<file path="config.mk">
export PLATFORM = sky130hd
export DESIGN_NAME = r_exec_sequencer_flat
export DESIGN_NICKNAME = d
export VERILOG_FILES = /design/src/rtl/rv_pkg.sv /design/src/rtl/r_exec_sequencer_if.sv /design/src/rtl/r_field_decode.sv /design/src/rtl/r_exec_sequencer.sv /design/src/flat_wrapper.sv
export SDC_FILE = /design/constraint.sdc
export NUM_CORES = 1
export LEC_CHECK = 0
export ABC_AREA = 1
export CAP_MARGIN = 0
export CORE_ASPECT_RATIO = 0.9
export CORE_MARGIN = 2
export CORE_UTILIZATION = 49
export CTS_CLUSTER_DIAMETER = 200
export DETAILED_ROUTE_END_ITERATION = 8
export GPL_ROUTABILITY_DRIVEN = 0
export MAX_ROUTING_LAYER = met4
export PLACE_DENSITY = 0.8
export SKIP_CTS_REPAIR_TIMING = 1
export SYNTH_ARGS = -nofsm -noshare
export SYNTH_HDL_FRONTEND = slang
export SYNTH_SLANG_ARGS = --single-unit
</file>
<file path="constraint.sdc">
create_clock -name clk -period 1.95 [get_ports clk]
set_clock_uncertainty 0.2 [all_clocks]
set_input_delay 0.195 -clock clk [delete_from_list [all_inputs] [get_ports clk]]
set_output_delay 0.195 -clock clk [all_outputs]
set_load 0.01 [all_outputs]
</file>
<file path="src/rtl/rv_pkg.sv">
// ---------------------------------------------------------------------------
// rv_pkg
// Shared RV32I constants and types for the R-type execution sequencer:
//   - major opcode and funct7 encodings
//   - ALU operation codes driven on alu_op
//   - FSM state type and state constants
// ---------------------------------------------------------------------------
package rv_pkg;

    // Major opcode for register-register ALU instructions
    localparam logic [6:0] OPC_RTYPE = 7'b0110011;

    // funct7 values. F7_ALT selects SUB and SRA.
    localparam logic [6:0] F7_BASE   = 7'b0000000;
    localparam logic [6:0] F7_ALT    = 7'b0100000;

    // ALU operation encodings
    typedef logic [3:0] alu_op_t;

    localparam alu_op_t ALU_ADD  = 4'd0;
    localparam alu_op_t ALU_SUB  = 4'd1;
    localparam alu_op_t ALU_SLL  = 4'd2;
    localparam alu_op_t ALU_SLT  = 4'd3;
    localparam alu_op_t ALU_SLTU = 4'd4;
    localparam alu_op_t ALU_XOR  = 4'd5;
    localparam alu_op_t ALU_SRL  = 4'd6;
    localparam alu_op_t ALU_SRA  = 4'd7;
    localparam alu_op_t ALU_OR   = 4'd8;
    localparam alu_op_t ALU_AND  = 4'd9;

    // Sequencer FSM states. These are kept as plain constants so the
    // encoding matches the legacy design.
    typedef logic [2:0] state_t;

    localparam state_t ST_IDLE   = 3'd0;
    localparam state_t ST_DECODE = 3'd1;
    localparam state_t ST_READ   = 3'd2;
    localparam state_t ST_EXEC   = 3'd3;
    localparam state_t ST_WB     = 3'd4;

endpackage

</file>
<file path="src/rtl/r_exec_sequencer_if.sv">
// ---------------------------------------------------------------------------
// r_exec_sequencer_if
// Fetch-to-sequencer instruction handshake.
//   instr_valid : fetch presents instr_word
//   instr_word  : 32-bit instruction word
//   instr_ready : sequencer can accept an instruction
// A word transfers on a rising edge where instr_valid && instr_ready.
// Modports:
//   master : fetch side (drives valid/word)
//   slave  : sequencer side (drives ready)
// ---------------------------------------------------------------------------
interface r_exec_sequencer_if;

    logic        instr_valid;
    logic [31:0] instr_word;
    logic        instr_ready;

    modport master (
        output instr_valid,
        output instr_word,
        input  instr_ready
    );

    modport slave (
        input  instr_valid,
        input  instr_word,
        output instr_ready
    );

endinterface

</file>
<file path="src/rtl/r_field_decode.sv">
// ---------------------------------------------------------------------------
// r_field_decode
// Combinational R-type decoder. It slices the register fields, checks the
// encoding for legality and maps funct3/funct7 onto an ALU operation.
// Ports:
//   instr_word : in  32  instruction word
//   rs1        : out 5   source register A   [19:15]
//   rs2        : out 5   source register B   [24:20]
//   rd         : out 5   destination         [11:7]
//   legal      : out 1   word is a supported R-type encoding
//   alu_op     : out 4   ALU operation code (ADD when nothing else applies)
// ---------------------------------------------------------------------------
module r_field_decode
    import rv_pkg::*;
(
    input  logic [31:0] instr_word,
    output logic [4:0]  rs1,
    output logic [4:0]  rs2,
    output logic [4:0]  rd,
    output logic        legal,
    output alu_op_t     alu_op
);

    logic [6:0] opcode;
    logic [2:0] funct3;
    logic [6:0] funct7;

    assign opcode = instr_word[6:0];
    assign rd     = instr_word[11:7];
    assign funct3 = instr_word[14:12];
    assign rs1    = instr_word[19:15];
    assign rs2    = instr_word[24:20];
    assign funct7 = instr_word[31:25];

    // Only ADD/SUB and SRL/SRA have an alternate funct7 form.
    always_comb begin
        legal = 1'b0;
        if (opcode == OPC_RTYPE) begin
            if (funct7 == F7_BASE) begin
                legal = 1'b1;
            end else if (funct7 == F7_ALT &&
                         (funct3 == 3'b000 || funct3 == 3'b101)) begin
                legal = 1'b1;
            end
        end
    end

    always_comb begin
        alu_op = ALU_ADD;
        case (funct3)
            3'b000:  alu_op = (funct7 == F7_ALT) ? ALU_SUB : ALU_ADD;
            3'b001:  alu_op = ALU_SLL;
            3'b010:  alu_op = ALU_SLT;
            3'b011:  alu_op = ALU_SLTU;
            3'b100:  alu_op = ALU_XOR;
            3'b101:  alu_op = (funct7 == F7_ALT) ? ALU_SRA : ALU_SRL;
            3'b110:  alu_op = ALU_OR;
            3'b111:  alu_op = ALU_AND;
            default: alu_op = ALU_ADD;
        endcase
    end

endmodule

</file>
<file path="src/rtl/r_exec_sequencer.sv">
// ---------------------------------------------------------------------------
// r_exec_sequencer
// Multi-cycle control FSM that steps R-type instructions through the RV32I
// register file and ALU: IDLE -> DECODE -> READ -> EXEC -> WB -> IDLE.
// Illegal encodings pulse illegal_instr in DECODE and return to IDLE.
// Ports:
//   clk           : in  1      system clock, rising edge
//   rst_n         : in  1      asynchronous active-low reset
//   fetch         : slave      instr_valid / instr_word / instr_ready
//   rf_rs1_addr   : out 5      register-file read address A
//   rf_rs2_addr   : out 5      register-file read address B
//   rf_re         : out 1      register-file read enable (READ)
//   alu_op        : out 4      ALU operation code
//   alu_en        : out 1      ALU operate strobe (EXEC)
//   rf_rd_addr    : out 5      writeback address
//   rf_we         : out 1      writeback enable (WB, not stalled, rd != 0)
//   wb_stall      : in  1      writeback port busy; hold in WB
//   illegal_instr : out 1      one-cycle pulse on an illegal encoding
//   busy          : out 1      high in any state other than IDLE
//   retired_cnt   : out CNT_W  completed legal instructions, wraps
// ---------------------------------------------------------------------------
module r_exec_sequencer
    import rv_pkg::*;
#(
    parameter int unsigned CNT_W = 32
) (
    input  logic               clk,
    input  logic               rst_n,
    r_exec_sequencer_if.slave  fetch,
    output logic [4:0]         rf_rs1_addr,
    output logic [4:0]         rf_rs2_addr,
    output logic               rf_re,
    output logic [3:0]         alu_op,
    output logic               alu_en,
    output logic [4:0]         rf_rd_addr,
    output logic               rf_we,
    input  logic               wb_stall,
    output logic               illegal_instr,
    output logic               busy,
    output logic [CNT_W-1:0]   retired_cnt
);

    state_t      state;
    state_t      state_next;

    // Captured instruction word. All field outputs are slices of this
    // register, so the register addresses stay stable from DECODE through
    // WB without separate holding registers.
    logic [31:0] instr_q;

    logic [4:0]  dec_rs1;
    logic [4:0]  dec_rs2;
    logic [4:0]  dec_rd;
    logic        dec_legal;
    alu_op_t     dec_alu_op;

    logic        accept;
    logic        retire;

    r_field_decode u_decode (
        .instr_word (instr_q),
        .rs1        (dec_rs1),
        .rs2        (dec_rs2),
        .rd         (dec_rd),
        .legal      (dec_legal),
        .alu_op     (dec_alu_op)
    );

    assign accept = (state == ST_IDLE) && fetch.instr_valid;
    assign retire = (state == ST_WB) && !wb_stall;

    always_comb begin
        state_next = state;
        case (state)
            ST_IDLE:   if (fetch.instr_valid) state_next = ST_DECODE;
            ST_DECODE: state_next = dec_legal ? ST_READ : ST_IDLE;
            ST_READ:   state_next = ST_EXEC;
            ST_EXEC:   state_next = ST_WB;
            ST_WB:     if (!wb_stall) state_next = ST_IDLE;
            default:   state_next = ST_IDLE;
        endcase
    end

    always_ff @(posedge clk or negedge rst_n) begin
        if (!rst_n) begin
            state       <= ST_IDLE;
            instr_q     <= '0;
            retired_cnt <= '0;
        end else begin
            state <= state_next;
            if (accept) begin
                instr_q <= fetch.instr_word;
            end
            if (retire) begin
                retired_cnt <= retired_cnt + CNT_W'(1);
            end
        end
    end

    // Strobes are decoded from the registered state, so an asynchronous
    // reset forces them all low immediately.
    assign fetch.instr_ready = (state == ST_IDLE);
    assign busy              = (state != ST_IDLE);
    assign illegal_instr     = (state == ST_DECODE) && !dec_legal;
    assign rf_re             = (state == ST_READ);
    assign alu_en            = (state == ST_EXEC);
    // x0 is hardwired to zero, so rd == 0 retires without a write.
    assign rf_we             = retire && (dec_rd != 5'd0);

    assign rf_rs1_addr       = dec_rs1;
    assign rf_rs2_addr       = dec_rs2;
    assign rf_rd_addr        = dec_rd;
    assign alu_op            = dec_alu_op;

endmodule
</file>
<file path="src/flat_wrapper.sv">
// flat-port wrapper written by rule: the top's interface ports become plain ports
module r_exec_sequencer_flat import rv_pkg::*;
#(
    parameter int unsigned CNT_W = 32
)
  (clk, rst_n, rf_rs1_addr, rf_rs2_addr, rf_re, alu_op, alu_en, rf_rd_addr, rf_we, wb_stall, illegal_instr, busy, retired_cnt, fetch_instr_valid, fetch_instr_word, fetch_instr_ready);
  r_exec_sequencer_if fetch_i ();
  input  logic clk;
  input  logic rst_n;
  output logic [4:0] rf_rs1_addr;
  output logic [4:0] rf_rs2_addr;
  output logic rf_re;
  output logic [3:0] alu_op;
  output logic alu_en;
  output logic [4:0] rf_rd_addr;
  output logic rf_we;
  input  logic wb_stall;
  output logic illegal_instr;
  output logic busy;
  output logic [CNT_W-1:0] retired_cnt;
  input wire logic [$bits(fetch_i.instr_valid)-1:0] fetch_instr_valid;
  input wire logic [$bits(fetch_i.instr_word)-1:0] fetch_instr_word;
  output wire logic [$bits(fetch_i.instr_ready)-1:0] fetch_instr_ready;
  assign fetch_i.instr_valid = fetch_instr_valid;
  assign fetch_i.instr_word = fetch_instr_word;
  assign fetch_instr_ready = fetch_i.instr_ready;
  r_exec_sequencer #(.CNT_W(CNT_W)) u_core (.clk(clk), .rst_n(rst_n), .fetch(fetch_i), .rf_rs1_addr(rf_rs1_addr), .rf_rs2_addr(rf_rs2_addr), .rf_re(rf_re), .alu_op(alu_op), .alu_en(alu_en), .rf_rd_addr(rf_rd_addr), .rf_we(rf_we), .wb_stall(wb_stall), .illegal_instr(illegal_instr), .busy(busy), .retired_cnt(retired_cnt));
endmodule
</file>
==> results of run 1 <==
[final timing paths]
check | start | end | slack, ps | depth (start not counted)
setup / recovery | u_core.instr_q[29]$_DFFE_PN0P_ | illegal_instr | 80 | 6
setup reg to reg | u_core.retired_cnt[16]$_DFFE_PN0P_ | u_core.retired_cnt[29]$_DFFE_PN0P_ | 190 | 9
hold / removal | rst_n | u_core.instr_q[23]$_DFFE_PN0P_ | 220 | 3
min in group clk | fetch_instr_word[28] | u_core.instr_q[28]$_DFFE_PN0P_ | 240 | 3
hold reg to reg | u_core.instr_q[20]$_DFFE_PN0P_ | u_core.instr_q[20]$_DFFE_PN0P_ | 310 | 1
max in group asynchronous | rst_n | u_core.state[1]$_DFFE_PN0P_ | 1040 | 3
[cell type report]
type,count,area share
flip-flops and latches,67,0.349
multi-input cells,288,0.340
repair buffers,101,0.216
inverters,38,0.0296
clock buffers,10,0.0286
well taps,93,0.0242
clock inverters,6,0.0133
[per-layer routing]
metal  vias to the layer above  global-route usage  part of all wire
met2                        79               0.356              0.49
li1                       1473                   -                 -
met4                         0              0.0685            0.0078
met5                         -                   -                 0
met1                      1418               0.301              0.46
met3                         8              0.0409             0.046
[state kept, by name (all words and copies together) (netlist names)]
name,count
u_core.instr_q,32
u_core.state,3
u_core.retired_cnt,32
[critical path, stage by stage (launching register included)]
cell and delay (ps):
dfrtp_1 400, nor2_2 110, nand4_1 120, buf_4 170
nor2_4 100, a21boi_0 90, clkbuf_2 140
[cells by family (layout without fill, tap and decap cells)]
group	count (synthesis)	count (layout)	share of synthesized area
and+or+nand+nor	234	234	0.286
DFF	67	67	0.467
buffers and inverters	57	155	0.0819
muxes	28	28	0.111
xor gates and xnor gates	14	14	0.0342
AOI/OAI and AO/OA	11	11	0.0160
adders and majority gates	1	1	0.00349
[power groups by stage]
stage	sequential [mW]	clock (mW)	combinational [mW]
floorplan	1.94	0	1.20
global placement	1.97	0	1.68
detailed placement	2.00	0	1.73
CTS	1.97	1.21	1.74
global route	2.03	1.26	1.85
finish	1.99	1.18	1.72
[through the flow]
| step | setup WS, ps | hold slack, ps | area [µm²] |
|---|---|---|---|
| floorplan | 295 | -301 | 3590 |
| global placement | 46.5 | 41.4 | 4540 |
| detailed placement | 43.7 | 43.0 | 4540 |
| CTS | -302 | -328 | 4750 |
| global route | -22.4 | 250 | 4820 |
| finish | 83.8 | 219 | 4820 |
[layout by cell type (no fill, tap or decap), drive strengths merged]
cell type | synthesis | final
dlymetal6s2s | 0 | 8
nor3 | 5 | 5
buf | 19 | 9
nand4 | 7 | 7
clkdlybuf4s50 | 0 | 82
ha | 1 | 1
inv | 37 | 38
clkbuf | 0 | 11
clkinvlp | 0 | 2
nor2 | 64 | 64
nand3 | 15 | 15
a21boi | 1 | 1
a21oi | 5 | 5
xor2 | 8 | 8
dlygate4sd3 | 0 | 1
xnor2 | 6 | 6
nand2 | 136 | 136
o21ai | 5 | 5
nand3b | 7 | 7
clkinv | 1 | 3
bufinv | 0 | 1
dfrtp | 67 | 67
mux2 | 28 | 28
==> impl_metrics.tcl, run 1 <==
set metrics [dict create \
    n_antenna_cell 0 \
    cts_made_buffers 9 \
    layout.nets 542 \
    rsz0062_at_grt "yes" \
    fin_crit_ps 1870 \
    worst_slew_pin_slew_ps 351 \
    cts_tree "built" \
    cts.sinks 67 \
    h-tree-depth 3 \
    setup_tns_ps 0 \
    yosysTopAreaCell "dfrtp_1" \
    antenna_found_initial 0 \
    p_int_mw 3.41 \
    p_leak_nw 2.28 \
    die_w_um 94.2 \
    final_core_util 0.681 \
    power_mw 4.88 \
    synth_cells 412 \
    grt_pass1_wl_um 13800 \
    arrival_ps 1470 \
    place_inst 583 \
    area_growth_pct 34.2 \
    endpoint_kind "output port" \
    io_buffers 92 \
    powerDensity_nw_per_um2 1010 \
    wire_per_inst_um 13.8 \
    drtIter0Drc 161 \
    drv_slew 0 \
    syn_area_um2 3590 \
    vias 2978 \
    yosys.cell_types.count 27 \
    critical_path_required_ps 1550 \
    grt_pass1_vias 2836 \
    max_clock_freq_mhz 536 \
    power.sequential.fraction 0.407 \
    vdd_ir_drop_max_v 0.000749 \
    period_share 0.957 \
    outcome "finished, final reports clean" \
    die_h_um 85.2 \
    synth_nets 449 \
    hpwl_um 6200 \
    cts_max_path_buffers 2 \
    hold_class "in -> async" \
    route.detailed.drc 0 \
    grt_max_degree 68 \
    seq_area_um2 1680 \
    cap_viol_max_count 0 \
    nFillCells 557 \
    clk-insertion-delay-late_ps 340 \
    yosysTopAreaCellShare 0.467 \
    cts_root_buffer "clkbuf_8" \
    p_sw_mw 1.48 \
    multi_input_area_um2 1640 \
    firstDrtPassIters 4 \
    grt_use_total 0.226 \
    synth_commonest_cells "133 x nand2_1, 67 x dfrtp_1, 56 x nor2_1" \
    hold_viol 0 \
    drive_gt1_frac 0.143 \
    ys_seq_area_frac 0.467 \
    startpoint_type "register" \
    yosysMostFrequentCell "nand2_1" \
    async_flop_share 1.00 \
    combPwrFrac 0.352 \
    relSlewSlack 0.765 \
    swShare 0.302 \
    die_area_um2 8020 \
    stdcell_count 603 \
    crit_path_max_fanout 2 \
    clk_pin_slew_ps 70 \
    setup_viol 0 \
    coreArea_um2 7080 \
    synth_top_flop_cell "dfrtp_1" \
    gr-total-overflow 0 \
    synth.area.top_cells "dfrtp_1 47%, nand2_1 14%, mux2_4 9.2%" \
    synth-edff-count 0 \
    viasPerCell 4.94 \
    clock_power_share 0.241 \
    worstSetupPathType "reg -> out" \
    row_count 29 \
    final_antenna_net_count 0 \
    start_util 0.507 \
    yosys_warnings 0 \
    syn_avg_cell_area_um2 8.71 \
    ioPinCount 93 \
    ys_seq_elements 67 \
    routed_wl_um 8310 \
]
Note: power is estimated with default switching activity, not from simulation.
==> run 2, diff against run 1 <==
--- a/config.mk
+++ b/config.mk
@@ -12,7 +12,8 @@
 export CORE_UTILIZATION = 49
 export CTS_CLUSTER_DIAMETER = 200
 export DETAILED_ROUTE_END_ITERATION = 8
-export GPL_ROUTABILITY_DRIVEN = 0
+export GPL_ROUTABILITY_DRIVEN = 1
+export GPL_TIMING_DRIVEN = 1
 export MAX_ROUTING_LAYER = met4
 export PLACE_DENSITY = 0.8
 export SKIP_CTS_REPAIR_TIMING = 1
==> results of run 2 <==
Same layout as run 1: the final DEF is identical, and so are final timing and power.
==> run 3, diff against run 2 <==
--- a/config.mk
+++ b/config.mk
@@ -15,7 +15,7 @@
 export GPL_ROUTABILITY_DRIVEN = 1
 export GPL_TIMING_DRIVEN = 1
 export MAX_ROUTING_LAYER = met4
-export PLACE_DENSITY = 0.8
+export PLACE_DENSITY_LB_ADDON = 0.25
 export SKIP_CTS_REPAIR_TIMING = 1
 export SYNTH_ARGS = -nofsm -noshare
 export SYNTH_HDL_FRONTEND = slang
==> run 3 against run 2 <==
  * Clock power rose by 20%
  * Die area is the same
  * Non-clock buffer count up 2
  * Core utilization grew 1.1 points
  * Sequential share of layout area shrank 0.57 points
  * Via count is essentially flat
  * Register-to-register slack about the same
  * Combinational power is essentially flat
  * Critical path depth shrank 3
  * Design area grew 1.7%
  * Worst setup slack better by 27 ps
==> impl_metrics.tcl, run 3 (synthesized netlist as in run 1, its figures left out) <==
set metrics [dict create \
    outcome "finished, final reports clean" \
    cts_root_buffer "clkbuf_8" \
    layout_common_cells "133 x nand2_1, 82 x clkdlybuf4s50_1, 65 x dfrtp_1, 55 x nor2_1, 36 x inv_1" \
    h-tree-depth 3 \
    cts_max_path_buffers 2 \
    period_share 0.943 \
    crit_slowest_cell "clkdlybuf4s50_1" \
    rsz0062_at_grt "no" \
    row_count 29 \
    max_clock_freq_mhz 544 \
    n_antenna_cell 0 \
    multi_input_area_um2 1640 \
    arrival_ps 1440 \
    firstDrtPassIters 4 \
    relSlewSlack 0.743 \
    place_ws_ps 43.7 \
    wire_per_inst_um 13.8 \
    die_area_um2 8020 \
    drtIter0Drc 229 \
    worst_slew_pin_slew_ps 384 \
    io_buffers 92 \
    p_leak_nw 2.35 \
    final_antenna_net_count 0 \
    gp_congestion 0.890 \
    route.detailed.drc 0 \
    layout.nets 544 \
    cts_made_buffers 9 \
    antenna_found_initial 0 \
    endpoint_kind "output port" \
    drv_slew 0 \
    crit_path_max_fanout 5 \
    powerDensity_nw_per_um2 1050 \
    timing.hold.ws_ps 80.6 \
    gr-total-overflow 0 \
    routed_wl_um 8370 \
    grt_use_total 0.227 \
    power_mw 5.14 \
    cap_viol_max_count 0 \
    hpwl_um 6250 \
    grt_pass1_vias 2862 \
    cts.sinks 67 \
    final_common_cell "nand2_1" \
    start_util 0.507 \
    grt_max_degree 23 \
    placed_cell_area_um2 4580 \
    hold_class "in -> async" \
    nFillCells 538 \
    worstSetupPathType "reg -> out" \
    viasPerCell 4.92 \
    grt_pass1_wl_um 13800 \
    reg2reg_depth 8 \
    crit_chain "nand2_1, inv_1, clkdlybuf4s50_1" \
    ioPinCount 93 \
    worst_slack_ps 111 \
    final_area_um2 4900 \
    fin_crit_ps 1840 \
    seq_area_um2 1680 \
    area_growth_pct 36.4 \
    clk_pin_slew_ps 80 \
    critical_path_required_ps 1550 \
    cts_tree "built" \
    hold_viol 0 \
    drive_gt1_frac 0.143 \
    cpPeakStageDelay_ps 540 \
    vdd_ir_drop_max_v 0.000895 \
    coreArea_um2 7080 \
    die_h_um 85.2 \
    biggestRegsByFlops "u_core.instr_q (32), u_core.retired_cnt (32), u_core.state (3)" \
    clk-insertion-delay-late_ps 330 \
    die_w_um 94.2 \
    vias 2979 \
    setup_viol 0 \
    setup_tns_ps 0 \
    startpoint_type "register" \
]
[run 3: cell types whose count changed in the layout (fill, tap and decap cells not counted), sizes merged]
| cell | previous run | this run |
|---|---|---|
| buf | 9 | 11 |
| bufinv | 1 | 3 |
| clkbuf | 11 | 9 |
| clkinvlp | 2 | 1 |
| dlymetal6s2s | 8 | 9 |
[run 3: per-stage QoR]
stage / instances / utilization
floorplan: 412 / -
CTS: 602 / 0.682
detailed placement: 586 / 0.647
global route: 605 / 0.692
finish: 605 / 0.692
global placement: 586 / 0.647
[run 3: report_power, final]
| part | internal (mW) | leakage (nW) | switching [mW] |
|---|---|---|---|
| logic | 1.06 | 1.38 | 0.679 |
| clock network | 0.858 | 0.120 | 0.565 |
| registers | 1.74 | 0.845 | 0.234 |
| total | 3.66 | 2.35 | 1.48 |
[run 3: layout make-up]
class / count / area share
Timing Repair Buffer: 103 / 0.219
Sequential cell: 67 / 0.343
Clock buffer: 9 / 0.0253
Inverter: 38 / 0.0291
Tap cell: 93 / 0.0238
Multi-Input combinational cell: 288 / 0.334
Clock inverter: 7 / 0.0253
[run 3: critical path, delay by kind of cell (launching register included)]
kind / cells / cell delay (ps)
flip-flops: 1 / 410
AND/OR/NAND/NOR: 1 / 70
buffers and inverters: 2 / 640
[run 3: per-layer routing]
metal	global-route usage	part of all wire
met2	0.355	0.48
met5	-	0
met4	0.0646	0.0091
met3	0.0391	0.051
met1	0.308	0.46
[run 3: worst paths after layout]
kind	startpoint	slack, ps	end
setup / recovery	u_core.instr_q[14]$_DFFE_PN0P_	110	alu_op[3]
hold / removal	rst_n	80	u_core.instr_q[29]$_DFFE_PN0P_
setup reg to reg	u_core.retired_cnt[1]$_DFFE_PN0P_	190	u_core.retired_cnt[22]$_DFFE_PN0P_
hold reg to reg	u_core.instr_q[23]$_DFFE_PN0P_	310	u_core.instr_q[23]$_DFFE_PN0P_
max in group asynchronous	rst_n	950	u_core.retired_cnt[19]$_DFFE_PN0P_
min in group clk	fetch_instr_word[13]	240	u_core.instr_q[13]$_DFFE_PN0P_
